File: src/rtl/axi_lite_pkg.sv
`default_nettype none
// ============================================================================
// Module   : axi_lite_pkg
// Brief    : Shared types and constants for the AXI4-Lite to APB bridge and
//            its APB-side register completer.
// Revision : 1.0 - initial release
// ============================================================================
package axi_lite_pkg;

  // Bus word types shared by both sides of the bridge
  typedef logic [31:0] addr_t;
  typedef logic [31:0] data_t;
  typedef logic [3:0]  strb_t;

  // APB completer protocol state
  typedef enum logic [0:0] {
    APB_IDLE   = 1'b0,
    APB_ACCESS = 1'b1
  } apb_state_e;

  // Bytes per bus word; also the address stride between buffer words
  localparam int APB_BYTES_PER_WORD = 4;

  // Merge new write data into an existing word, byte lane by byte lane.
  // Lanes whose strobe is low keep their old contents.
  function automatic data_t strb_merge(input data_t old_word,
                                       input data_t new_word,
                                       input strb_t strb);
    data_t merged;
    merged = old_word;
    for (int b = 0; b < APB_BYTES_PER_WORD; b++) begin
      if (strb[b]) begin
        merged[8*b +: 8] = new_word[8*b +: 8];
      end
    end
    return merged;
  endfunction

endpackage : axi_lite_pkg
`default_nettype wire

File: src/rtl/apb_reg_buffer.sv
`default_nettype none
// ============================================================================
// Module   : apb_reg_buffer
// Brief    : Word-addressed register storage with a byte-strobed write port,
//            a combinational read port and an asynchronous clear.
// Revision : 1.0 - initial release
// ============================================================================
module apb_reg_buffer
  import axi_lite_pkg::*;
#(
  parameter int NUM_REGS = 32
) (
  input  logic                        clk,
  input  logic                        rst_n,
  input  logic                        i_we,
  input  logic [$clog2(NUM_REGS)-1:0] i_widx,
  input  data_t                       i_wdata,
  input  strb_t                       i_wstrb,
  input  logic [$clog2(NUM_REGS)-1:0] i_ridx,
  output data_t                       o_rdata
);

  // Storage kept under this exact name so benches can peek at it
  data_t buffer [NUM_REGS];

  // Clear every word on reset; otherwise merge strobed bytes into one word
  always_ff @(posedge clk or negedge rst_n) begin
    if (!rst_n) begin
      for (int i = 0; i < NUM_REGS; i++) begin
        buffer[i] <= '0;
      end
    end else if (i_we) begin
      buffer[i_widx] <= strb_merge(buffer[i_widx], i_wdata, i_wstrb);
    end
  end

  // Read port is purely combinational; the completer decides when to use it
  assign o_rdata = buffer[i_ridx];

endmodule : apb_reg_buffer
`default_nettype wire

File: src/rtl/apb_slave.sv
`default_nettype none
// ============================================================================
// Module   : apb_slave
// Brief    : APB4 completer backed by a word-addressed register buffer, with
//            a fixed number of wait states, byte strobes and SLVERR on
//            misaligned or out-of-range addresses.
// Revision : 1.0 - initial release
// ============================================================================
module apb_slave
  import axi_lite_pkg::*;
#(
  parameter int NUM_REGS    = 32,
  parameter int WAIT_STATES = 0
) (
  input  logic  aclk,
  input  logic  areset_n,
  input  logic  psel,
  input  logic  penable,
  input  logic  pwrite,
  input  addr_t paddr,
  input  data_t pwdata,
  input  strb_t pstrb,
  output data_t prdata,
  output logic  pready,
  output logic  pslverr
);

  localparam int             IDX_W        = $clog2(NUM_REGS);
  localparam int             CNT_W        = 4;
  localparam logic [CNT_W-1:0] C_WAIT_INIT  = CNT_W'(WAIT_STATES);
  localparam addr_t          C_ADDR_LIMIT = addr_t'(NUM_REGS * APB_BYTES_PER_WORD);

  // Protocol state and wait-state counter
  apb_state_e        r_state;
  apb_state_e        w_state_nxt;
  logic [CNT_W-1:0]  r_wait_cnt;
  logic [CNT_W-1:0]  w_wait_cnt_nxt;

  // Last completed read value, and the address-error flag sampled one cycle
  // earlier so pslverr never depends combinationally on the live bus
  data_t             r_prdata;
  logic              r_addr_err;

  // Decode and datapath wires
  logic              w_setup;
  logic              w_xfer_live;
  logic              w_complete;
  logic              w_bad_addr;
  logic [IDX_W-1:0]  w_idx;
  logic              w_we;
  logic              w_rd_done;
  data_t             w_rdata;
  data_t             w_rd_value;

  // Bus qualifiers
  assign w_setup     = psel && !penable;
  assign w_xfer_live = psel && penable;

  // The completing cycle is fully determined by registered state
  assign w_complete  = (r_state == APB_ACCESS) && (r_wait_cnt == '0);

  // Misaligned or beyond the end of the buffer
  assign w_bad_addr  = (paddr[1:0] != 2'b00) || (paddr >= C_ADDR_LIMIT);
  assign w_idx       = paddr[IDX_W+1:2];

  // State register and wait counter; reset drops any transfer in flight
  always_ff @(posedge aclk or negedge areset_n) begin
    if (!areset_n) begin
      r_state    <= APB_IDLE;
      r_wait_cnt <= '0;
    end else begin
      r_state    <= w_state_nxt;
      r_wait_cnt <= w_wait_cnt_nxt;
    end
  end

  // Next-state and counter logic
  always_comb begin
    w_state_nxt    = r_state;
    w_wait_cnt_nxt = r_wait_cnt;
    case (r_state)
      APB_IDLE: begin
        if (w_setup) begin
          w_state_nxt    = APB_ACCESS;
          w_wait_cnt_nxt = C_WAIT_INIT;
        end
      end
      APB_ACCESS: begin
        if (!w_xfer_live) begin
          // Requester abandoned the transfer
          w_state_nxt = APB_IDLE;
        end else if (r_wait_cnt != '0) begin
          w_wait_cnt_nxt = r_wait_cnt - 1'b1;
        end else begin
          w_state_nxt = APB_IDLE;
        end
      end
      default: begin
        w_state_nxt    = APB_IDLE;
        w_wait_cnt_nxt = '0;
      end
    endcase
  end

  // Output decode: handshake from registered state, data from the buffer
  always_comb begin
    pready     = w_complete;
    pslverr    = w_complete && r_addr_err;
    w_we       = w_complete && w_xfer_live && pwrite && !w_bad_addr;
    w_rd_done  = w_complete && w_xfer_live && !pwrite;
    w_rd_value = w_bad_addr ? '0 : w_rdata;
    prdata     = w_rd_done ? w_rd_value : r_prdata;
  end

  // Hold the last read result and track the address-error flag. Under APB
  // paddr is stable from SETUP through completion, so the value sampled on
  // the previous edge matches the live decode in the completing cycle.
  always_ff @(posedge aclk or negedge areset_n) begin
    if (!areset_n) begin
      r_prdata   <= '0;
      r_addr_err <= 1'b0;
    end else begin
      r_addr_err <= w_bad_addr;
      if (w_rd_done) begin
        r_prdata <= w_rd_value;
      end
    end
  end

  // Register storage
  apb_reg_buffer #(
    .NUM_REGS (NUM_REGS)
  ) u_buf (
    .clk     (aclk),
    .rst_n   (areset_n),
    .i_we    (w_we),
    .i_widx  (w_idx),
    .i_wdata (pwdata),
    .i_wstrb (pstrb),
    .i_ridx  (w_idx),
    .o_rdata (w_rdata)
  );

endmodule : apb_slave
`default_nettype wire

File: config.mk
export PLATFORM = sky130hd
export DESIGN_NAME = apb_slave
export DESIGN_NICKNAME = d
export VERILOG_FILES = /design/src/rtl/axi_lite_pkg.sv /design/src/rtl/apb_reg_buffer.sv /design/src/rtl/apb_slave.sv
export SDC_FILE = /design/constraint.sdc
export NUM_CORES = 1
export LEC_CHECK = 0
export BUFFER_PORTS_ARGS = -buffer_cell sky130_fd_sc_hd__buf_2
export CORE_UTILIZATION = 25
export CTS_BUF_LIST = sky130_fd_sc_hd__clkbuf_4 sky130_fd_sc_hd__clkbuf_8 sky130_fd_sc_hd__clkbuf_16
export DETAILED_ROUTE_END_ITERATION = 10
export MAX_ROUTING_LAYER = met4
export PLACE_DENSITY = 0.4
export RECOVER_POWER = 100
export SYNTH_ARGS = -nofsm -noshare
export SYNTH_HDL_FRONTEND = slang
export SYNTH_SLANG_ARGS = --single-unit
File: constraint.sdc
create_clock -name aclk -period 3.8 [get_ports aclk]
set_input_delay 0.19 -clock aclk [delete_from_list [all_inputs] [get_ports aclk]]
set_output_delay 0.19 -clock aclk [all_outputs]
set_load 0.005 [all_outputs]
=== Yosys cells after proc, flatten, opt, wreduce, memory -nomap -nowiden ===
Index checks and enable logic that the tools add are counted.

* Reductions and logical operators: 17
* Mux-type cells: 24
* Eq/ne operators: 3
* Add/sub/neg operators: 1
* Bitwise logic cells: 2
* Magnitude comparators: 3

{| class="wikitable"
|+ Operators by type and width
! kind !! number
|-
| $bwmux W1024 || 1
|-
| $bmux W32 S5 || 1
|-
| $demux W32 S5 || 1
|-
| $mux W32 || 5
|-
| $mux W8 || 8
|-
| $ge A32 B8 Y1 const B || 1
|-
| $mux W4 || 3
|-
| $logic_and A1 B1 Y1 || 9
|-
| $pmux W4 S2 || 1
|-
| $ge A6 B6 Y1 const B || 1
|-
| $lt A6 B1 Y1 const B || 1
|-
| $not A5 Y6 || 1
|-
| $logic_not A4 Y1 || 1
|-
| $ne A2 B1 Y1 const B || 2
|-
| $reduce_bool A4 Y1 || 1
|-
| $sub A4 B1 Y4 const B || 1
|-
| $logic_not A1 Y1 || 3
|-
| $mux W1 || 3
|-
| $reduce_and A3 Y1 || 1
|-
| $ne A2 B2 Y1 const B || 1
|-
| $pmux W1 S2 || 1
|-
| $reduce_bool A2 Y1 || 1
|-
| $logic_or A1 B1 Y1 || 1
|-
| $not A1 Y1 || 1
|}

* Output and inout port bits: 34
* Register bits: 1,062
* Logic and storage cells: 86
* Input port bits: 73

=== Longest topological paths before layout ===
Gate-level depths: netlist of run 1.

* Depth after elaboration: 7
* Mapped depth: 10
* Depth with buffers taken out: 7

=== Modules after synthesis ===
A second synthesis of run 1 with hierarchy kept.

* Cell total of the unflattened synthesis: 4,259
* Area total of the unflattened synthesis: 57,174.8 sq um

{| class="wikitable"
|+ By module, submodules not included
! module !! instances !! cells an instance !! area an instance (sq um)
|-
| apb_reg_buffer || 1 || 4,070 || 55,419.4
|-
| apb_slave || 1 || 189 || 1,755.4
|}

=== Worst setup path after synthesis of run 1 ===
No wires, ideal clock.

* Path type: register to output
* Start point: register r_wait_cnt[0]
* End point: output port prdata[30]
* Path buffers: 3
* Path slack: 1.387 ns
* Stages on the path, launching flop included: 11
* Arrival time: 2.223 ns
* Required time: 3.610 ns
* Cell sequence: dfrtp_1 > inv_1 > ha_1 > and4bb_2 > and3_1 > clkbuf_1 > nand2b_1 > clkbuf_1 > or3_1 > clkbuf_1 > o21ai_0

* Longest elaborated chain between the ends: 5

{| class="wikitable"
|+ RTL lines
! item !! line !! text
|-
| start, declared || apb_slave.sv:36 || <nowiki>logic [CNT_W-1:0] r_wait_cnt;</nowiki>
|-
| start signal, assigned || apb_slave.sv:73 || <nowiki>r_wait_cnt <= w_wait_cnt_nxt;</nowiki>
|-
| $logic_not A4 Y1 || apb_slave.sv:60 || <nowiki>assign w_complete = (r_state == APB_ACCESS) && (r_wait_cnt == '0);</nowiki>
|-
| $logic_and A1 B1 Y1 || apb_slave.sv:60 ||
|-
| named net pready || apb_slave.sv:24 || <nowiki>output logic pready,</nowiki>
|-
| $logic_and A1 B1 Y1 (2 in series) || apb_slave.sv:110 || <nowiki>w_rd_done = w_complete && w_xfer_live && !pwrite;</nowiki>
|-
| $mux W32 || apb_slave.sv:112 || <nowiki>prdata = w_rd_done ? w_rd_value : r_prdata;</nowiki>
|-
| end, declared || apb_slave.sv:23 || <nowiki>output data_t prdata,</nowiki>
|}

The timed path passes the listed nets, and every way through them passes these cells.

=== Worst setup path after layout of run 1 ===
* Start point: input port paddr[15]
* End point: register u_buf.buffer[453] in the netlist's numbering

* Longest elaborated chain between the ends: 4

{| class="wikitable"
|+ RTL lines
! item !! line !! text
|-
| start, declared || apb_slave.sv:20 || <nowiki>input addr_t paddr,</nowiki>
|-
| $ge A32 B8 Y1 || apb_slave.sv:63 || <nowiki>assign w_bad_addr = (paddr[1:0] != 2'b00) || (paddr >= C_ADDR_LIMIT);</nowiki>
|-
| $logic_or A1 B1 Y1 || apb_slave.sv:63 ||
|-
| $logic_not A1 Y1 || apb_slave.sv:109 || <nowiki>w_we = w_complete && w_xfer_live && pwrite && !w_bad_addr;</nowiki>
|-
| $logic_and A1 B1 Y1 || apb_slave.sv:109 ||
|-
| end signal, assigned by index || apb_reg_buffer.sv:33 || <nowiki>buffer[i_widx] <= strb_merge(buffer[i_widx], i_wdata, i_wstrb);</nowiki>
|-
| end, declared || apb_reg_buffer.sv:24 || <nowiki>data_t buffer [NUM_REGS];</nowiki>
|}

Every way passes these cells.
A chain may end at the register's enable or synchronous reset.

==> flow_summary.rst, run 1 <==
.. list-table::
   :header-rows: 1

   * - Metric
     - Value
   * - Inserted Diodes
     - 0
   * - Count of distinct cell types in the synthesized netlist
     - 42
   * - Number of top-level design ports
     - between 100 and 150
   * - Share of the clock period used by the worst path after layout
     - 96.0%
   * - Max Cap Violations
     - 1
   * - Worst clock skew
     - between 0.03 and 0.04 ns
   * - Routed wire length
     - 162 mm
   * - Leftover overflow at the end of global routing
     - 0
   * - Data arrival, critical path
     - about 4.3 ns
   * - Via count normalized by instance count
     - 4.67
   * - Minimum period implied by the final worst setup slack
     - 3.65 ns
   * - Weighted congestion reported at the end of routability-driven placement
     - 0.709
   * - Number of buffers created by CTS
     - 121
   * - Initial antenna violation count
     - 0
   * - # H-tree levels
     - 3
   * - Cell area after placement
     - 53700 um^2
   * - Outcome
     - finished, violations left
   * - Worst min-delay path category
     - primary input to flop
   * - Sequential area share after synthesis
     - 54.0%
   * - Number of nets produced by synthesis
     - around 3600
   * - Area inside the core boundary
     - 195000 um^2
   * - Net count, final
     - roughly 3700
   * - Xor/xnor cell area share of the yosys netlist
     - 0%
   * - Overall die height
     - 446 um
   * - Initial detailed-routing violation count
     - 1430
   * - Critical Path Slowest Stage Cell
     - sky130_fd_sc_hd__dlygate4sd3_1
   * - Total of warnings raised by yosys
     - 0
   * - Pre-CTS WS
     - 0.310 ns
   * - Routed via count
     - 29700
   * - Iteration count of the initial detailed-routing pass
     - 5
   * - CP max FO
     - 33
   * - Slew of the pin with the lowest slew margin
     - 2.61 ns
   * - Family of cells with the greatest summed delay on the critical path
     - buffers and inverters
   * - Clk Latency, worst-skew pair
     - 0.75 ns
   * - Area share of fa/ha/maj cells after synthesis
     - 0.0254%
   * - VDD IR max
     - 0.000328 V
   * - TritonCTS clock tree
     - yes
   * - Mean instance size in the synthesized netlist
     - about 14 um^2
   * - Cells after Synth
     - 3525
   * - Critical path start-end classification
     - primary input to flop
   * - Total global routing track utilization
     - 16.7%
   * - CP Launch Type
     - primary input
   * - Setup repair after global routing missed its margin
     - false
   * - Setup crit end kind
     - flop
   * - Post-route DRC violation count
     - 0
   * - Headroom to the max-slew limit
     - -73.8%
   * - Die span in x
     - 446 um
   * - Crit path cell chain
     - dlygate4sd3_1, buf_2, nor4_1, dlygate4sd3_1, nand3_1, dlygate4sd3_1, nor2_2, dlygate4sd3_1, buf_8, nand4_1, buf_8, buf_4, mux2_2
   * - Count of endpoints failing hold in the final timing report
     - 0
   * - Hpwl dp
     - 93.6 mm
   * - PortBufs
     - between 100 and 150
   * - Maximum number of pins on one net before global-route repair
     - 110
   * - Violated checks
     - capacitance limit, slew limit
   * - Static leakage power
     - approximately 28 nW
   * - Layout overhead on the synthesized area
     - 17.2%
   * - Final sum of negative setup slack
     - 0 ns
   * - Floorplan die area
     - 199000 um^2
   * - Final number of setup-violating endpoints
     - 0
   * - Final-layout fill cell count
     - a little under 20000
   * - Max Slew Vio Count
     - 62
   * - Global-route wire length before repair
     - 235 mm
   * - Number of global-route vias before repair
     - roughly 31000
   * - Flops & latches, synth
     - 1062
   * - Achievable clock frequency
     - 274 MHz
   * - Starting utilization of the core area
     - 25.2%
   * - Worst-case setup margin in the final layout
     - 0.153 ns
   * - FFs w/ async S/R, synth
     - 100%
   * - Post-route standard cell area excluding fillers
     - 57700 um^2
   * - Cell mode on critical path
     - sky130_fd_sc_hd__dlygate4sd3_1
   * - Deepest clock path buffer count
     - 3
   * - Clock transition time at the flip-flop clock pins of the worst setup and hold paths
     - 0.06 ns
   * - Num rows
     - approximately 160
   * - Post-synth EDFFs
     - 0
   * - Clk Tree Root Cell
     - sky130_fd_sc_hd__clkbuf_16
   * - Residual antenna-violating net count after detailed routing
     - 0
   * - Longest individual stage delay on the worst path
     - 0.59 ns
   * - Required time of the worst setup path
     - approximately 4.4 ns
   * - Number of non-filler instances in the completed layout
     - 6351
   * - Portion of netlist area occupied by mux cells
     - roughly 34%
   * - Netlist Area Pre-Place
     - 49200 um^2
   * - Compound-Gate Fraction of Synth Area
     - 5.06%
   * - Combinational family with the most area after synthesis
     - multiplexers
   * - Power density cells
     - 428 nW/um^2
   * - Fraction of final layout cells sized beyond drive strength 1
     - ~43%
   * - Most used flip-flop cell after synthesis
     - sky130_fd_sc_hd__dfrtp_1
   * - Simple-gate share of the synthesized area
     - 3.62%
   * - Number of buffer and inverter instances along the worst setup path
     - 8
   * - Post-Place Cells
     - between 6000 and 7000
   * - Routed WL per cell
     - between 20 and 30 um
   * - CTS Sinks
     - approximately 1100
-- routing by layer --
metal	routed length [um]	track usage (%)
met1	76200	22.2
met5	0	-
met3	3920	2.09
met4	3280	3.58
met2	78200	27.3
-- placed cells by master, fill, tap and decap left out, types with 4 or more instances in the layout --
master,synthesis,final
sky130_fd_sc_hd__nor2_1,36,35
sky130_fd_sc_hd__nor4_1,16,16
sky130_fd_sc_hd__nor3_1,5,5
sky130_fd_sc_hd__dfrtp_1,1062,1062
sky130_fd_sc_hd__clkbuf_8,0,31
sky130_fd_sc_hd__nor4_2,54,54
sky130_fd_sc_hd__nand4_1,34,34
sky130_fd_sc_hd__buf_2,195,79
sky130_fd_sc_hd__mux2_1,11,11
sky130_fd_sc_hd__and2_1,33,32
sky130_fd_sc_hd__o21ai_1,29,13
sky130_fd_sc_hd__mux2i_1,512,512
sky130_fd_sc_hd__inv_1,9,9
sky130_fd_sc_hd__dlygate4sd3_1,0,8
sky130_fd_sc_hd__a31oi_4,27,27
sky130_fd_sc_hd__nand4bb_4,0,6
sky130_fd_sc_hd__nand2_1,43,43
sky130_fd_sc_hd__a31oi_2,5,5
sky130_fd_sc_hd__mux2_2,1013,1013
sky130_fd_sc_hd__clkbuf_2,0,14
sky130_fd_sc_hd__bufinv_16,0,8
sky130_fd_sc_hd__o21ai_0,6,21
sky130_fd_sc_hd__clkbuf_16,0,123
sky130_fd_sc_hd__or4b_4,0,4
sky130_fd_sc_hd__buf_12,0,43
sky130_fd_sc_hd__clkbuf_4,0,34
sky130_fd_sc_hd__clkinv_2,0,25
sky130_fd_sc_hd__o22ai_1,254,254
sky130_fd_sc_hd__clkbuf_1,119,44
sky130_fd_sc_hd__buf_4,8,121
-- synthesized netlist by cell type (5+ instances only) --
cell | n | area, um^2
sky130_fd_sc_hd__mux2_1 | 11 | 124
sky130_fd_sc_hd__nand4bb_1 | 6 | 67.6
sky130_fd_sc_hd__nor4_1 | 16 | 100
sky130_fd_sc_hd__buf_6 | 14 | 158
sky130_fd_sc_hd__a31oi_4 | 27 | 574
sky130_fd_sc_hd__nor2_1 | 36 | 135
sky130_fd_sc_hd__a31oi_2 | 5 | 62.6
sky130_fd_sc_hd__buf_2 | 195 | 976
sky130_fd_sc_hd__nor3_1 | 5 | 25.0
sky130_fd_sc_hd__o21ai_1 | 29 | 145
sky130_fd_sc_hd__nand4_1 | 34 | 213
sky130_fd_sc_hd__o22ai_1 | 254 | 1590
sky130_fd_sc_hd__dfrtp_1 | 1062 | 26600
sky130_fd_sc_hd__mux2i_1 | 512 | 5120
sky130_fd_sc_hd__buf_4 | 8 | 60.1
sky130_fd_sc_hd__nor4_2 | 54 | 676
sky130_fd_sc_hd__inv_1 | 9 | 33.8
sky130_fd_sc_hd__clkbuf_1 | 119 | 447
sky130_fd_sc_hd__mux2_2 | 1013 | 11400
sky130_fd_sc_hd__and2_1 | 33 | 206
sky130_fd_sc_hd__o21ai_0 | 6 | 30.0
sky130_fd_sc_hd__nand2_1 | 43 | 161
-- cells by family (layout without fill, tap and decap cells) --
kind of cell	Yosys count	in the layout
muxes	1536	1536
DFF	1062	1062
buffers and inverters	345	547
AOI/OAI and AO/OA	331	331
and+or+nand+nor	250	250
adders and majority gates	1	1
-- power breakdown --
group / internal (mW) / leakage [nW] / switching (mW)
combinational: 0.335 / 11.1 / 0.860
clock: 7.23 / 2.09 / 4.93
sequential: 11.3 / 14.8 / 0.0125
total: 18.9 / 28.0 / 5.80
-- worst paths after layout --
check | startpoint | to | slack (ns) | cells past startpoint
setup / recovery | paddr[15] | u_buf.buffer[453] | 0.15 | 13
hold / removal | pwdata[8] | u_buf.buffer[968] | 0.18 | 5
setup reg to reg | r_wait_cnt[0] | u_buf.buffer[278] | 0.86 | 8
hold reg to reg | r_prdata[12] | r_prdata[12] | 0.49 | 2
max in group asynchronous | areset_n | u_buf.buffer[494] | 0.54 | 4
min in group asynchronous | areset_n | r_wait_cnt[2] | 0.78 | 2
-- area by class of cell --
class,count,area (um^2),area share (%)
multi-input combinational,2118,21100,36.5
clock inverter,36,405,0.703
tap,2624,3280,5.69
timing repair buffer,320,2580,4.48
sequential,1062,26600,46.1
clock buffer,182,3710,6.44
inverter,9,33.8,0.0586
-- what timing repair did --
item / CTS / global route
gates resized for setup: 1 / 8
endpoints found under the hold margin: 45 / 0
setup endpoints to repair: 1 / 28
buffers inserted: 0 / 1
pin swaps: 0 / 1
hold buffers: 8 / 0
-- worst min-delay path, cell delays in order --
cell                      delay (ns)
sky130_fd_sc_hd__buf_2          0.10
sky130_fd_sc_hd__nor2_1         0.06
sky130_fd_sc_hd__a31oi_4        0.16
sky130_fd_sc_hd__buf_4          0.22
sky130_fd_sc_hd__mux2_2         0.17
-- registers in the layout, summed over array words and instances, names as in the netlist --
signal	cells
r_state	1
r_addr_err	1
r_wait_cnt	4
u_buf.buffer	1024
r_prdata	32
-- through the flow --
stage | power, mW | util, % | hold WS, ns
final | 24.7 | 29.5 | 0.178
after global placement | 12.8 | 27.5 | 0.316
after CTS | 25.2 | 29.6 | 0.0657
after detailed placement | 12.8 | 27.5 | 0.314
after floorplan | 12.1 | - | -0.106
after global routing | 25.6 | 29.5 | 0.168
No activity file was read; power rests on OpenSTA's default activity.
==> run 2: changes to the inputs <==
--- a/config.mk
+++ b/config.mk
@@ -6,6 +6,7 @@
 export NUM_CORES = 1
 export LEC_CHECK = 0
 export BUFFER_PORTS_ARGS = -buffer_cell sky130_fd_sc_hd__buf_2
+export CORE_MARGIN = 4
 export CORE_UTILIZATION = 25
 export CTS_BUF_LIST = sky130_fd_sc_hd__clkbuf_4 sky130_fd_sc_hd__clkbuf_8 sky130_fd_sc_hd__clkbuf_16
 export DETAILED_ROUTE_END_ITERATION = 10
==> constraint.sdc (replaced) <==
create_clock -name aclk -period 4.1 [get_ports aclk]
set_input_delay 0.205 -clock aclk [delete_from_list [all_inputs] [get_ports aclk]]
set_output_delay 0.205 -clock aclk [all_outputs]
set_load 0.005 [all_outputs]
==> run 2 against run 1 <==
Hold slack worse by 0.095 ns. Largest cell class unchanged. Clock skew is 0.0097 ns lower. Utilization is 0.26 points lower. Highest routed layer unchanged. The flow still finishes with violations (capacitance limit, slew limit). Critical endpoint is now u_buf.buffer[206].
==> flow_summary.rst, run 2 (same netlist as run 1, synthesis figures left out) <==
.. list-table::
   :header-rows: 1

   * - Metric
     - Value
   * - Number of top-level design ports
     - 107 (unchanged)
   * - Global-route wire length before repair
     - 234 mm (was 235 mm)
   * - CP max FO
     - 33 (unchanged)
   * - Initial antenna violation count
     - 4 (was 0)
   * - Final-layout fill cell count
     - 19900 (was 19700)
   * - Weighted congestion reported at the end of routability-driven placement
     - 0.718 (was 0.709)
   * - Number of buffers created by CTS
     - 120 (was 121)
   * - Setup crit end kind
     - flop (unchanged)
   * - Residual antenna-violating net count after detailed routing
     - 0 (unchanged)
   * - Deepest clock path buffer count
     - 3 (unchanged)
   * - Static leakage power
     - 27.7 nW (was 28.0 nW)
   * - Die span in x
     - 452 um (was 446 um)
   * - Worst clock skew
     - 0.0252 ns (was 0.0348 ns)
   * - Achievable clock frequency
     - 261 MHz
   * - Share of the clock period used by the worst path after layout
     - between 90% and 100%
   * - Layout Utilization
     - 29.3% (was 29.5%)
   * - CTS Sinks
     - 1062 (unchanged)
   * - Initial detailed-routing violation count
     - 1589 (was 1430)
   * - Headroom to the max-slew limit
     - -81.8% (was -73.8%)
   * - Maximum number of pins on one net before global-route repair
     - 98 (was 110)
   * - Routed via count
     - 29800 (was 29700)
   * - Net count, final
     - 3678 (was 3706)
   * - Final sum of negative setup slack
     - 0 ns (unchanged)
   * - Most flops, register
     - u_buf.buffer (unchanged)
   * - # H-tree levels
     - 3 (unchanged)
   * - Flip-flop count of the largest register, all copies and words added
     - 1024 (unchanged)
   * - Minimum period implied by the final worst setup slack
     - approximately 3.8 ns
   * - Num rows
     - 162 (unchanged)
   * - Hpwl dp
     - 94.6 mm (was 93.6 mm)
   * - Violated checks
     - capacitance limit, slew limit (unchanged)
   * - Largest registers ranked by flip-flop count
     - u_buf.buffer x1024, r_prdata x32, r_wait_cnt x4 (unchanged)
   * - Commonest non-fill, non-tap cells in the layout
     - 1062 x sky130_fd_sc_hd__dfrtp_1, 1013 x sky130_fd_sc_hd__mux2_2, 512 x sky130_fd_sc_hd__mux2i_1, 254 x sky130_fd_sc_hd__o22ai_1, 123 x sky130_fd_sc_hd__clkbuf_16 (unchanged)
   * - Clk Tree Root Cell
     - sky130_fd_sc_hd__clkbuf_16 (unchanged)
   * - Via count normalized by instance count
     - 4.72 (was 4.67)
   * - Fraction of final layout cells sized beyond drive strength 1
     - 42.0% (was 43.0%)
   * - Post-route DRC violation count
     - 0 (unchanged)
   * - Required time of the worst setup path
     - 4.72 ns (was 4.44 ns)
   * - CP Launch Type
     - primary input (unchanged)
   * - Area inside the core boundary
     - 195000 um^2 (unchanged)
   * - Data arrival, critical path
     - 4.45 ns (was 4.28 ns)
   * - Slew of the pin with the lowest slew margin
     - 2.73 ns (was 2.61 ns)
   * - Total power consumption of the routed design
     - 22.6 mW (was 24.7 mW)
   * - Most common library cell in the layout ignoring fill and taps
     - sky130_fd_sc_hd__dfrtp_1 (unchanged)
   * - Overall die height
     - 452 um (was 446 um)
   * - TritonCTS clock tree
     - yes (unchanged)
   * - Max Cap Violations
     - 9 (was 1)
   * - Routed WL per cell
     - 25.7 um (was 25.4 um)
   * - Setup repair after global routing missed its margin
     - false (unchanged)
   * - Critical path start-end classification
     - primary input to flop (unchanged)
   * - Starting utilization of the core area
     - 25.2% (unchanged)
   * - VDD IR max
     - 0.000326 V (was 0.000328 V)
   * - Worst min-delay path category
     - primary input to flop (unchanged)
   * - Clock transition time at the flip-flop clock pins of the worst setup and hold paths
     - 0.06 ns (about the same)
   * - Final number of setup-violating endpoints
     - 0 (unchanged)
   * - Max Slew Vio Count
     - 280 (was 62)
   * - Number of global-route vias before repair
     - 31200 (was 31400)
   * - Count of endpoints failing hold in the final timing report
     - 0 (unchanged)
   * - Total global routing track utilization
     - 16.2% (was 16.7%)
   * - Routed wire length
     - 162 mm (about the same)
   * - Layout overhead on the synthesized area
     - 16.2% (was 17.2%)
   * - PortBufs
     - 106 (unchanged)
   * - Floorplan die area
     - 204000 um^2 (was 199000 um^2)
   * - Clk Latency, worst-skew pair
     - 0.76 ns (was 0.75 ns)
   * - Iteration count of the initial detailed-routing pass
     - 5 (unchanged)
   * - Post-CTS Setup Inserts
     - 0 (unchanged)
   * - Outcome
     - finished, violations left (unchanged)
   * - Power density cells
     - 396 nW/um^2 (was 428 nW/um^2)
   * - Leftover overflow at the end of global routing
     - 0 (unchanged)
run 2: cell count changes in the layout (fill, tap and decap cells not counted), sizes merged:
| cell | before | now |
|---|---|---|
| buf | 248 | 176 |
| bufinv | 8 | 2 |
| clkbuf | 246 | 299 |
| clkinv | 27 | 22 |
| diode | 0 | 1 |
| dlygate4sd3 | 8 | 9 |
run 2: through the flow:
stage	setup WS, ns	instances	hold WS, ns	cell area, um^2
detailed placement	0.646	6097	0.336	53300
CTS	0.0940	6322	0.0144	57500
finish	0.261	6323	0.0829	57200
global placement	0.680	6097	0.345	53300
floorplan	1.67	3525	-0.0906	49200
global route	0.183	6322	0.0596	57200
run 2: per-layer routing:
metal	up-vias	global-route usage [%]	part of all wire [%]
li1	13200	-	-
met1	16000	21.6	47
met2	376	26.3	48
met3	209	1.95	2.4
met4	0	3.54	2.1
met5	-	-	0
run 2: layout make-up:
type                            instances  area [um^2]  share of cell area (%)
Multi-Input combinational cell       2118        21100                    36.9
Timing Repair Buffer                  293         2120                    3.71
Clock buffer                          191         3830                    6.71
Antenna cell                            1         2.50                 0.00438
Sequential cell                      1062        26600                    46.5
Clock inverter                         25          240                   0.420
Inverter                                9         33.8                  0.0591
Tap cell                             2624         3280                    5.74
run 2: power breakdown:
part	internal, mW	switching, mW	leakage, nW
clock	6.49	4.56	2.06
sequential	10.5	0.0118	14.8
combinational	0.299	0.798	10.8
run 2: repair_timing:
| action | CTS | global route |
|---|---|---|
| endpoints found under the hold margin | 61 | 0 |
| endpoints found under the setup margin | 0 | 1 |
| gates resized for setup | 0 | 1 |
| hold buffers | 9 | 0 |
run 2: final timing paths:
check                           cells after the start  slack (ns)           from                 to
min in group asynchronous                           2        0.87       areset_n  u_buf.buffer[512]
worst max-delay path                               11        0.26      paddr[12]  u_buf.buffer[206]
worst min register to register                      2        0.49   r_prdata[28]       r_prdata[28]
worst min-delay path                                6        0.08      paddr[20]         r_addr_err
max in group asynchronous                           3        0.81       areset_n  u_buf.buffer[904]
worst max register to register                      8        0.57  r_wait_cnt[0]  u_buf.buffer[206]
run 2: critical path, cell delays in order:
cell                            delay, ns
sky130_fd_sc_hd__dlygate4sd3_1       0.55
sky130_fd_sc_hd__buf_2               0.13
sky130_fd_sc_hd__nor4_1              0.14
sky130_fd_sc_hd__dlygate4sd3_1       0.57
sky130_fd_sc_hd__nand3_1             0.08
sky130_fd_sc_hd__dlygate4sd3_1       0.58
sky130_fd_sc_hd__nor2_2              0.08
sky130_fd_sc_hd__buf_4               0.31
sky130_fd_sc_hd__nand4_1             0.17
sky130_fd_sc_hd__clkbuf_2            0.93
sky130_fd_sc_hd__mux2_2              0.63
